===== config.mk =====
export PLATFORM = sky130hd
export DESIGN_NAME = binary_to_bcd_converter_flat
export DESIGN_NICKNAME = d
export VERILOG_FILES = /design/src/rtl/binary_to_bcd_converter_if.sv /design/src/rtl/binary_to_bcd_converter.sv /design/src/flat_wrapper.sv
export SDC_FILE = /design/constraint.sdc
export NUM_CORES = 1
export LEC_CHECK = 0
export BUFFER_PORTS_ARGS = -buffer_cell sky130_fd_sc_hd__buf_2
export CAP_MARGIN = 20
export CORE_ASPECT_RATIO = 1.75
export CORE_UTILIZATION = 45
export DETAILED_ROUTE_END_ITERATION = 10
export PLACE_DENSITY = 0.74
export SLEW_MARGIN = 20
export SYNTH_ARGS = -nofsm -noshare
export SYNTH_HDL_FRONTEND = slang
export SYNTH_SLANG_ARGS = --single-unit

===== constraint.sdc =====
create_clock -name clock -period 3.05 [get_ports clock]
set_clock_uncertainty 0.1 [all_clocks]
set_input_delay 0.305 -clock clock [delete_from_list [all_inputs] [get_ports clock]]
set_output_delay 0.305 -clock clock [all_outputs]
set_load 0.02 [all_outputs]

===== src/rtl/binary_to_bcd_converter_if.sv =====
// Handshake and result bus for the binary-to-BCD converter.
// master drives value/inputValid, slave returns the BCD result.
interface binary_to_bcd_converter_if #(
    parameter int INPUT_WIDTH = 27,
    parameter int DIGITS      = 8
);
    logic [INPUT_WIDTH-1:0] value;
    logic                   inputValid;
    logic                   inputReady;
    logic [DIGITS*4-1:0]    bcd;
    logic                   outputValid;
    logic                   overflow;
    logic                   negative;

    modport master (
        output value,
        output inputValid,
        input  inputReady,
        input  bcd,
        input  outputValid,
        input  overflow,
        input  negative
    );

    modport slave (
        input  value,
        input  inputValid,
        output inputReady,
        output bcd,
        output outputValid,
        output overflow,
        output negative
    );
endinterface


===== src/rtl/binary_to_bcd_converter.sv =====
// Sequential double-dabble binary to packed BCD converter.
// Define BCD_SIGNED_INPUT_EN for two's complement input with sign output.
module binary_to_bcd_converter #(
    parameter int INPUT_WIDTH = 27,
    parameter int DIGITS      = 8
) (
    input logic                   clock,
    input logic                   reset,
    binary_to_bcd_converter_if.slave bus
);
    localparam int DW = DIGITS * 4;
    localparam int CW = $clog2(INPUT_WIDTH);

    function automatic logic [63:0] max_value(input int d);
        logic [63:0] r;
        r = 64'd1;
        for (int i = 0; i < d; i++) r = r * 64'd10;
        return r - 64'd1;
    endfunction

    localparam logic [63:0] MAX_RESULT = max_value(DIGITS);

    typedef enum logic [1:0] {
        IDLE,
        SHIFT,
        DONE
    } state_t;

    state_t                 state;
    logic [INPUT_WIDTH-1:0] binary;
    logic [DW-1:0]          scratch;
    logic [DW-1:0]          adjusted;
    logic [CW-1:0]          count;
    logic                   overflowPending;
    logic [DW-1:0]          bcdReg;
    logic                   outputValidReg;
    logic                   overflowReg;
    logic [INPUT_WIDTH-1:0] magnitude;
    logic                   accept;

    assign accept = bus.inputValid && (state == IDLE);

`ifdef BCD_SIGNED_INPUT_EN
    logic signPending;
    logic negativeReg;

    // Two's complement magnitude; most-negative maps to 2^(W-1).
    always_comb begin
        magnitude = bus.value;
        if (bus.value[INPUT_WIDTH-1]) magnitude = -bus.value;
    end

    // Sign travels with the conversion and lands on the DONE edge.
    always_ff @(posedge clock) begin
        if (reset) begin
            signPending <= 1'b0;
            negativeReg <= 1'b0;
        end else begin
            if (accept) signPending <= bus.value[INPUT_WIDTH-1];
            if (state == DONE) negativeReg <= signPending;
        end
    end

    assign bus.negative = negativeReg;
`else
    assign magnitude    = bus.value;
    assign bus.negative = 1'b0;
`endif

    // Add-3 correction on every nibble before the shift.
    always_comb begin
        adjusted = scratch;
        for (int i = 0; i < DIGITS; i++) begin
            if (scratch[i*4 +: 4] >= 4'd5)
                adjusted[i*4 +: 4] = scratch[i*4 +: 4] + 4'd3;
        end
    end

    // Conversion FSM with registered result outputs.
    always_ff @(posedge clock) begin
        if (reset) begin
            state           <= IDLE;
            binary          <= '0;
            scratch         <= '0;
            count           <= '0;
            overflowPending <= 1'b0;
            bcdReg          <= '0;
            outputValidReg  <= 1'b0;
            overflowReg     <= 1'b0;
        end else begin
            outputValidReg <= 1'b0;
            unique case (state)
                IDLE: begin
                    if (bus.inputValid) begin
                        binary          <= magnitude;
                        scratch         <= '0;
                        count           <= CW'(INPUT_WIDTH - 1);
                        overflowPending <= 64'(magnitude) > MAX_RESULT;
                        state           <= SHIFT;
                    end
                end
                SHIFT: begin
                    scratch <= {adjusted[DW-2:0], binary[INPUT_WIDTH-1]};
                    binary  <= {binary[INPUT_WIDTH-2:0], 1'b0};
                    if (count == '0) state <= DONE;
                    else count <= count - 1'b1;
                end
                DONE: begin
                    bcdReg         <= overflowPending ? {DIGITS{4'h9}}
                                                      : scratch;
                    overflowReg    <= overflowPending;
                    outputValidReg <= 1'b1;
                    state          <= IDLE;
                end
                default: state <= IDLE;
            endcase
        end
    end

    assign bus.inputReady  = (state == IDLE);
    assign bus.bcd         = bcdReg;
    assign bus.outputValid = outputValidReg;
    assign bus.overflow    = overflowReg;
endmodule


===== src/flat_wrapper.sv =====
// flat-port wrapper written by rule: the top's interface ports become plain ports
module binary_to_bcd_converter_flat 
#(
    parameter int INPUT_WIDTH = 27,
    parameter int DIGITS      = 8
)
  (clock, reset, bus_value, bus_inputValid, bus_inputReady, bus_bcd, bus_outputValid, bus_overflow, bus_negative);
  binary_to_bcd_converter_if #(.INPUT_WIDTH(INPUT_WIDTH), .DIGITS(DIGITS)) bus_i ();
  input logic clock;
  input logic reset;
  input wire logic [$bits(bus_i.value)-1:0] bus_value;
  input wire logic [$bits(bus_i.inputValid)-1:0] bus_inputValid;
  output wire logic [$bits(bus_i.inputReady)-1:0] bus_inputReady;
  output wire logic [$bits(bus_i.bcd)-1:0] bus_bcd;
  output wire logic [$bits(bus_i.outputValid)-1:0] bus_outputValid;
  output wire logic [$bits(bus_i.overflow)-1:0] bus_overflow;
  output wire logic [$bits(bus_i.negative)-1:0] bus_negative;
  assign bus_i.value = bus_value;
  assign bus_i.inputValid = bus_inputValid;
  assign bus_inputReady = bus_i.inputReady;
  assign bus_bcd = bus_i.bcd;
  assign bus_outputValid = bus_i.outputValid;
  assign bus_overflow = bus_i.overflow;
  assign bus_negative = bus_i.negative;
  binary_to_bcd_converter #(.INPUT_WIDTH(INPUT_WIDTH), .DIGITS(DIGITS)) u_core (.clock(clock), .reset(reset), .bus(bus_i));
endmodule

---- Yosys cells after proc, flatten, opt, wreduce, memory -nomap -nowiden ----
Index checks and enable logic that the tools add are counted.
word-level totals
  register bits ........................... 101
  input port bits ......................... 30
operators by class
  $add $sub $neg .......................... 9
  order comparisons ....................... 9
  equal/unequal tests ..................... 5
  multiplexer cells ....................... 20
  reduce and logical (&&, ||, !) cells .... 7
operators by type and width
  kind                                                 count
  two-way mux 32 bit                                   2
  one-hot mux 32 bit (2 select lines)                  1
  one-hot mux 27 bit (2 select lines)                  1
  >= comparator 4 x 3 -> 1 bit, second input constant  8
  adder 4 x 2 -> 4 bit, second input constant          7
  two-way mux 4 bit                                    7
  > comparator 27 bit, second input constant           1
  two-way mux 27 bit                                   1
  two-way mux 5 bit                                    2
  one-hot mux 5 bit (2 select lines)                   1
  AND reduction 2 bit                                  3
  zero test 5 bit                                      1
  subtractor 5 x 1 -> 5 bit, second input constant     1
  two-way mux 2 bit                                    2
  != test 2 bit, second input constant                 2
  one-hot mux 2 bit (2 select lines)                   1
  adder 3 x 2 -> 3 bit, second input constant          1
  two-way mux 3 bit                                    1
  AND reduction 3 bit                                  1
  == test 2 x 1 -> 1 bit, second input constant        1
  == test 2 bit, second input constant                 1
  zero test 2 bit                                      1
  != test 2 x 1 -> 1 bit, second input constant        1
  nonzero test 2 bit                                   1
  two-way mux 1 bit                                    1

---- Logic depth before layout (Yosys ltp) ----
  depth after elaboration ................. 3
  gate-level depth with buffers ........... 7
  depth with buffers taken out ............ 6

---- Least setup slack after synthesis ----
Ideal clock, no wire load.
  kind .................................... register to register
  from .................................... register u_core.scratch[12]
  to ...................................... register u_core.scratch[16]
  library setup time ...................... 0.071 ns
  data arrival time ....................... 1.273 ns
  required time ........................... 2.879 ns
  slack ................................... 1.606 ns
  cell stages (with the launch flop) ...... 7
  buffers on the path ..................... 0
  period minus slack after synthesis ...... 1.444 ns
  path through ............................ dfxtp_1 inv_1 ha_1 nand2b_1 a21oi_1 or3_1 a21oi_1
on the way
  word-level cells in the longest chain between the ends .. 3
  elaborated cells between the ends (all ways) .. 4
  classes of those cells .................. add/sub: 1; order compare: 1; mux: 2
ends and longest elaborated chain
  item                                                                         line                                                          RTL
  start, declared                                                              binary_to_bcd_converter.sv:31                                 logic [DW-1:0] scratch;
  start signal, assigned                                                       binary_to_bcd_converter.sv:103                                scratch <= {adjusted[DW-2:0], binary[INPUT_WIDTH-1]};
  adder 4 x 2 -> 4 bit / >= comparator 4 x 3 -> 1 bit (equally long branches)  binary_to_bcd_converter.sv:75, binary_to_bcd_converter.sv:74
  two-way mux 4 bit *                                                          binary_to_bcd_converter.sv:74                                 if (scratch[i*4 +: 4] >= 4'd5)
  one-hot mux 32 bit (2 select lines) *                                        binary_to_bcd_converter.sv:92                                 unique case (state)
Every way passes the cells marked *; elsewhere a longest branch is shown, timed or not.
A chain may end at the register's enable or synchronous reset.

---- Worst setup path in the final report ----
  from .................................... register u_core.state[0]
  to ...................................... register u_core.scratch[29]
on the way
  word-level cells in the longest chain between the ends .. 3
  elaborated cells between the ends (all ways) .. 6
  classes of those cells .................. eq/ne: 2; mux: 1; reduce/logical: 3
ends and longest elaborated chain
  item                                                                         line                            RTL
  start, declared                                                              binary_to_bcd_converter.sv:29   state_t state;
  start signal, assigned                                                       binary_to_bcd_converter.sv:82   state <= IDLE;
  start signal, assigned                                                       binary_to_bcd_converter.sv:99   state <= SHIFT;
  start signal, assigned                                                       binary_to_bcd_converter.sv:105  if (count == '0) state <= DONE;
  == test 2 x 1 -> 1 bit / zero test 2 bit (equally long branches)             binary_to_bcd_converter.sv:92
  nonzero test 2 bit (no source line) / != test 2 bit (equally long branches)  --
  AND reduction 2 bit (no source line)                                         --
Several ways; a longest one is shown, not always the timed one.

==> run_results.csv <==
group,metric,value,unit
run_status,outcome,"finished clean",
global_routing,globalRouteOverflowTotal,0,
clock_tree,clockBufferDepth,2,
critical_path,arrival,2.21,ns
clock_tree,cts_setup_buffers,0,
sta,worst_pin_slew,0.936,ns
yosys,synth_area,0.00477,sq mm
sta,setup_viol,0,
sta,fmax,0.482,GHz
worst_hold_path,hp-class,"in -> reg",
yosys,synth_area_per_cell,8.16,sq um
final_layout,layout.cells.most_common_list,"100 x dfxtp_1, 96 x nor2_1, 64 x a21oi_1, 64 x nor3_1, 64 x buf_2",
final_layout,area_growth,12.7,%
clock_tree,clk_latency,0.35,ns
clock_tree,cts_resized,0,
yosys,synthDistinctLibCells,43,
pwr,comb_power_share,14.1,%
pwr,p_per_area,537,mW/mm^2
clock_tree,cts_hold_buf,0,
critical_path,crit_path_max_fanout,36,
sta,holdWs,0.0830,ns
pwr,total_power,0.00289,W
clock_tree,root_buffer,"clkbuf_16",
global_routing,grtUsageTotal,20.6,%
pwr,max-vdd-ir-drop,437,uV
yosys,yosysSeqAreaShare,42.4,%
global_routing,first_global_vias,4168,
sta,setup_tns,0,ns
clock_tree,clock_sinks,101,
final_layout,finalNetCount,674,
sta,min_period,2.08,ns
critical_path,path_delay_family,"compound AO/OA/AOI/OAI gates",
yosys,syn_inst,585,
pwr,clkPwrFrac,36.2,%
routing,vias,4093,
critical_path,startpoint_type,"flop",
place,gp_congestion,0.800,
critical_path,path_cells,"buf_4 -> o21ba_2 -> nor2_1 -> buf_4 -> a22o_1",
die,initial_core_util,46.3,%
place,hpwlAfterDp,7230,um
final_layout,antenna-diode-count,0,
global_routing,grt_max_degree,62,
critical_path,slowest_stage,"o21ba_2",
yosys,netlist.area_leader.share,42.4,%
clock_tree,cts_tree,"done",
pwr,swShare,27.3,%
sta,period_share,68.0,%
sta,rsz0062_at_grt,"false",
sta,drv_slew,0,
critical_path,critical_path_class,"reg -> reg",
flow_run,max-cap-violations,0,
critical_path,endpoint_kind,"flop",
routing,ant_nets,0,
sta,hold_violations,0,
routing,drcViolationCount,0,
routing,vias_per_cell,5.39,
pwr,p_leak,2.25,nW
yosys,synth_largest_area_cell,"dfxtp_1",
final_layout,fillCellCount,961,
pwr,power.internal,0.00210,W
yosys,synth_seq_cells,101,
routing,dr.pass1.iters,4,
die,rows,49,
die,num_io_pins,66,
critical_path,critPathRequiredTime,3.19,ns
global_routing,grt_first_pass_wirelength,18300,um
global_routing,antenna_found_initial,0,
critical_path,cpPeakStageDelay,0.54,ns
place,io_buffers,64,
routing,routed_wl,10700,um
pwr,p_seq_share,49.7,%
die,fp.dieH,138,um
yosys,synth_area_leaders,"dfxtp_1 42%, nor2_1 7.6%, a21oi_1 6.7%",
clock_tree,path_clk_slew,0.06,ns
critical_path,cpMostUsedCell,"buf_4",
sta,max_slew_margin,37.5,%
die,fp.coreArea,0.0103,sq mm
die,dieArea,0.0110,sq mm
final_layout,layout-drive-gt1-share,16.0,%
critical_path,crit_buf_inv,2,
clock_tree,h-tree-depth,3,
pwr,p_sw,0.000789,W
routing,first_iter_violations,174,
clock_tree,cts_buffers,9,
final_layout,final_common_cell,"dfxtp_1",
die,die_width,79.8,um
routing,wl_per_cell,14.1,um
yosys,synth_nets,632,
yosys,ys_warn_count,0,
==> state kept, by name, indices dropped and copies added, names as in the netlist <==
signal,count
u_core.bus.bcd,32
u_core.scratch,32
u_core.binary,27
u_core.count,5
u_core.state,2
u_core.bus.outputValid,1
u_core.bus.overflow,1
u_core.overflowPending,1
==> cells in the mapped netlist <==
cell / n
nand4_1: 1
buf_2: 16
nor2_4: 1
buf_4: 5
o21ai_0: 15
a31o_2: 1
nand2b_1: 9
or4_1: 1
nor3b_2: 2
nand2b_4: 1
clkbuf_1: 16
nand2_1: 31
conb_1: 1
nor4b_4: 1
o21ba_2: 1
nand3b_1: 8
mux2i_1: 9
nor2_1: 96
nor3_4: 1
or3b_4: 1
nor3b_1: 2
a211oi_1: 2
xnor2_1: 10
or3_1: 16
inv_1: 19
o21bai_2: 1
a22o_1: 18
a21oi_1: 64
nor3_1: 64
buf_1: 3
a22oi_1: 3
o41ai_1: 1
a311oi_1: 1
and2_1: 1
nor2b_1: 25
nor3_2: 1
ha_1: 17
xor2_1: 7
dfxtp_1: 101
and3_1: 1
a41o_1: 1
nand3_1: 8
buf_6: 2
==> logic make-up (layout without fill, tap and decap cells) <==
| family | Yosys count | in the layout | synth area share [%] |
|---|---|---|---|
| compound gates | 108 | 108 | 13.6 |
| xor+xnor | 17 | 17 | 3.12 |
| fa+ha+maj | 17 | 17 | 4.46 |
| buf+inv | 61 | 108 | 5.93 |
| flops | 101 | 101 | 42.4 |
| mux | 9 | 9 | 1.89 |
| other cells | 1 | 1 | 0.0786 |
| simple gates | 271 | 271 | 28.6 |
==> through the flow <==
| step | setup slack, ns | util [%] | area (sq um) | std cells |
|---|---|---|---|---|
| 6_report | 0.975 | 52.2 | 5380 | 759 |
| 4_1_cts | 0.984 | 52.2 | 5380 | 759 |
| 3_5_place_dp | 0.902 | 49.6 | 5110 | 743 |
| 3_3_place_gp | 0.972 | 49.6 | 5110 | 743 |
| 5_1_grt | 0.822 | 52.2 | 5380 | 759 |
| 2_1_floorplan | 1.61 | - | 4770 | 585 |
==> routing by layer <==
metal,track usage [%],up-vias,wire [um]
li1,-,2064,-
met1,23.0,1919,4570
met2,37.5,99,5490
met3,4.69,11,449
met4,7.05,0,160
met5,0,-,0
==> cell type report <==
cell class / instances / area, sq um / share of cell area (%)
inverter: 19 / 71.3 / 1.33
tap: 127 / 159 / 2.95
multi-input combinational: 423 / 2470 / 45.9
timing repair buffer: 73 / 388 / 7.21
clock buffer: 10 / 229 / 4.26
clock inverter: 6 / 38.8 / 0.721
sequential: 101 / 2020 / 37.6
==> power by group through the flow <==
| stage | sequential, W | clock [W] | combinational [W] |
|---|---|---|---|
| floorplan | 0.00146 | 0 | 0.000315 |
| global placement | 0.00146 | 0 | 0.000397 |
| detailed placement | 0.00146 | 0 | 0.000409 |
| CTS | 0.00143 | 0.00107 | 0.000411 |
| global route | 0.00144 | 0.00113 | 0.000463 |
| finish | 0.00143 | 0.00104 | 0.000408 |
==> final timing paths <==
check / slack, ns / startpoint / to / depth (start not counted)
worst max-delay path: 0.97 / u_core.state[0] / u_core.scratch[29] / 5
worst min-delay path: 0.08 / bus_value[0] / u_core.binary[0] / 2
worst max register to register: 0.97 / u_core.state[0] / u_core.scratch[29] / 5
worst min register to register: 0.34 / u_core.binary[14] / u_core.binary[15] / 2
Note: power is estimated with default switching activity, not from simulation.
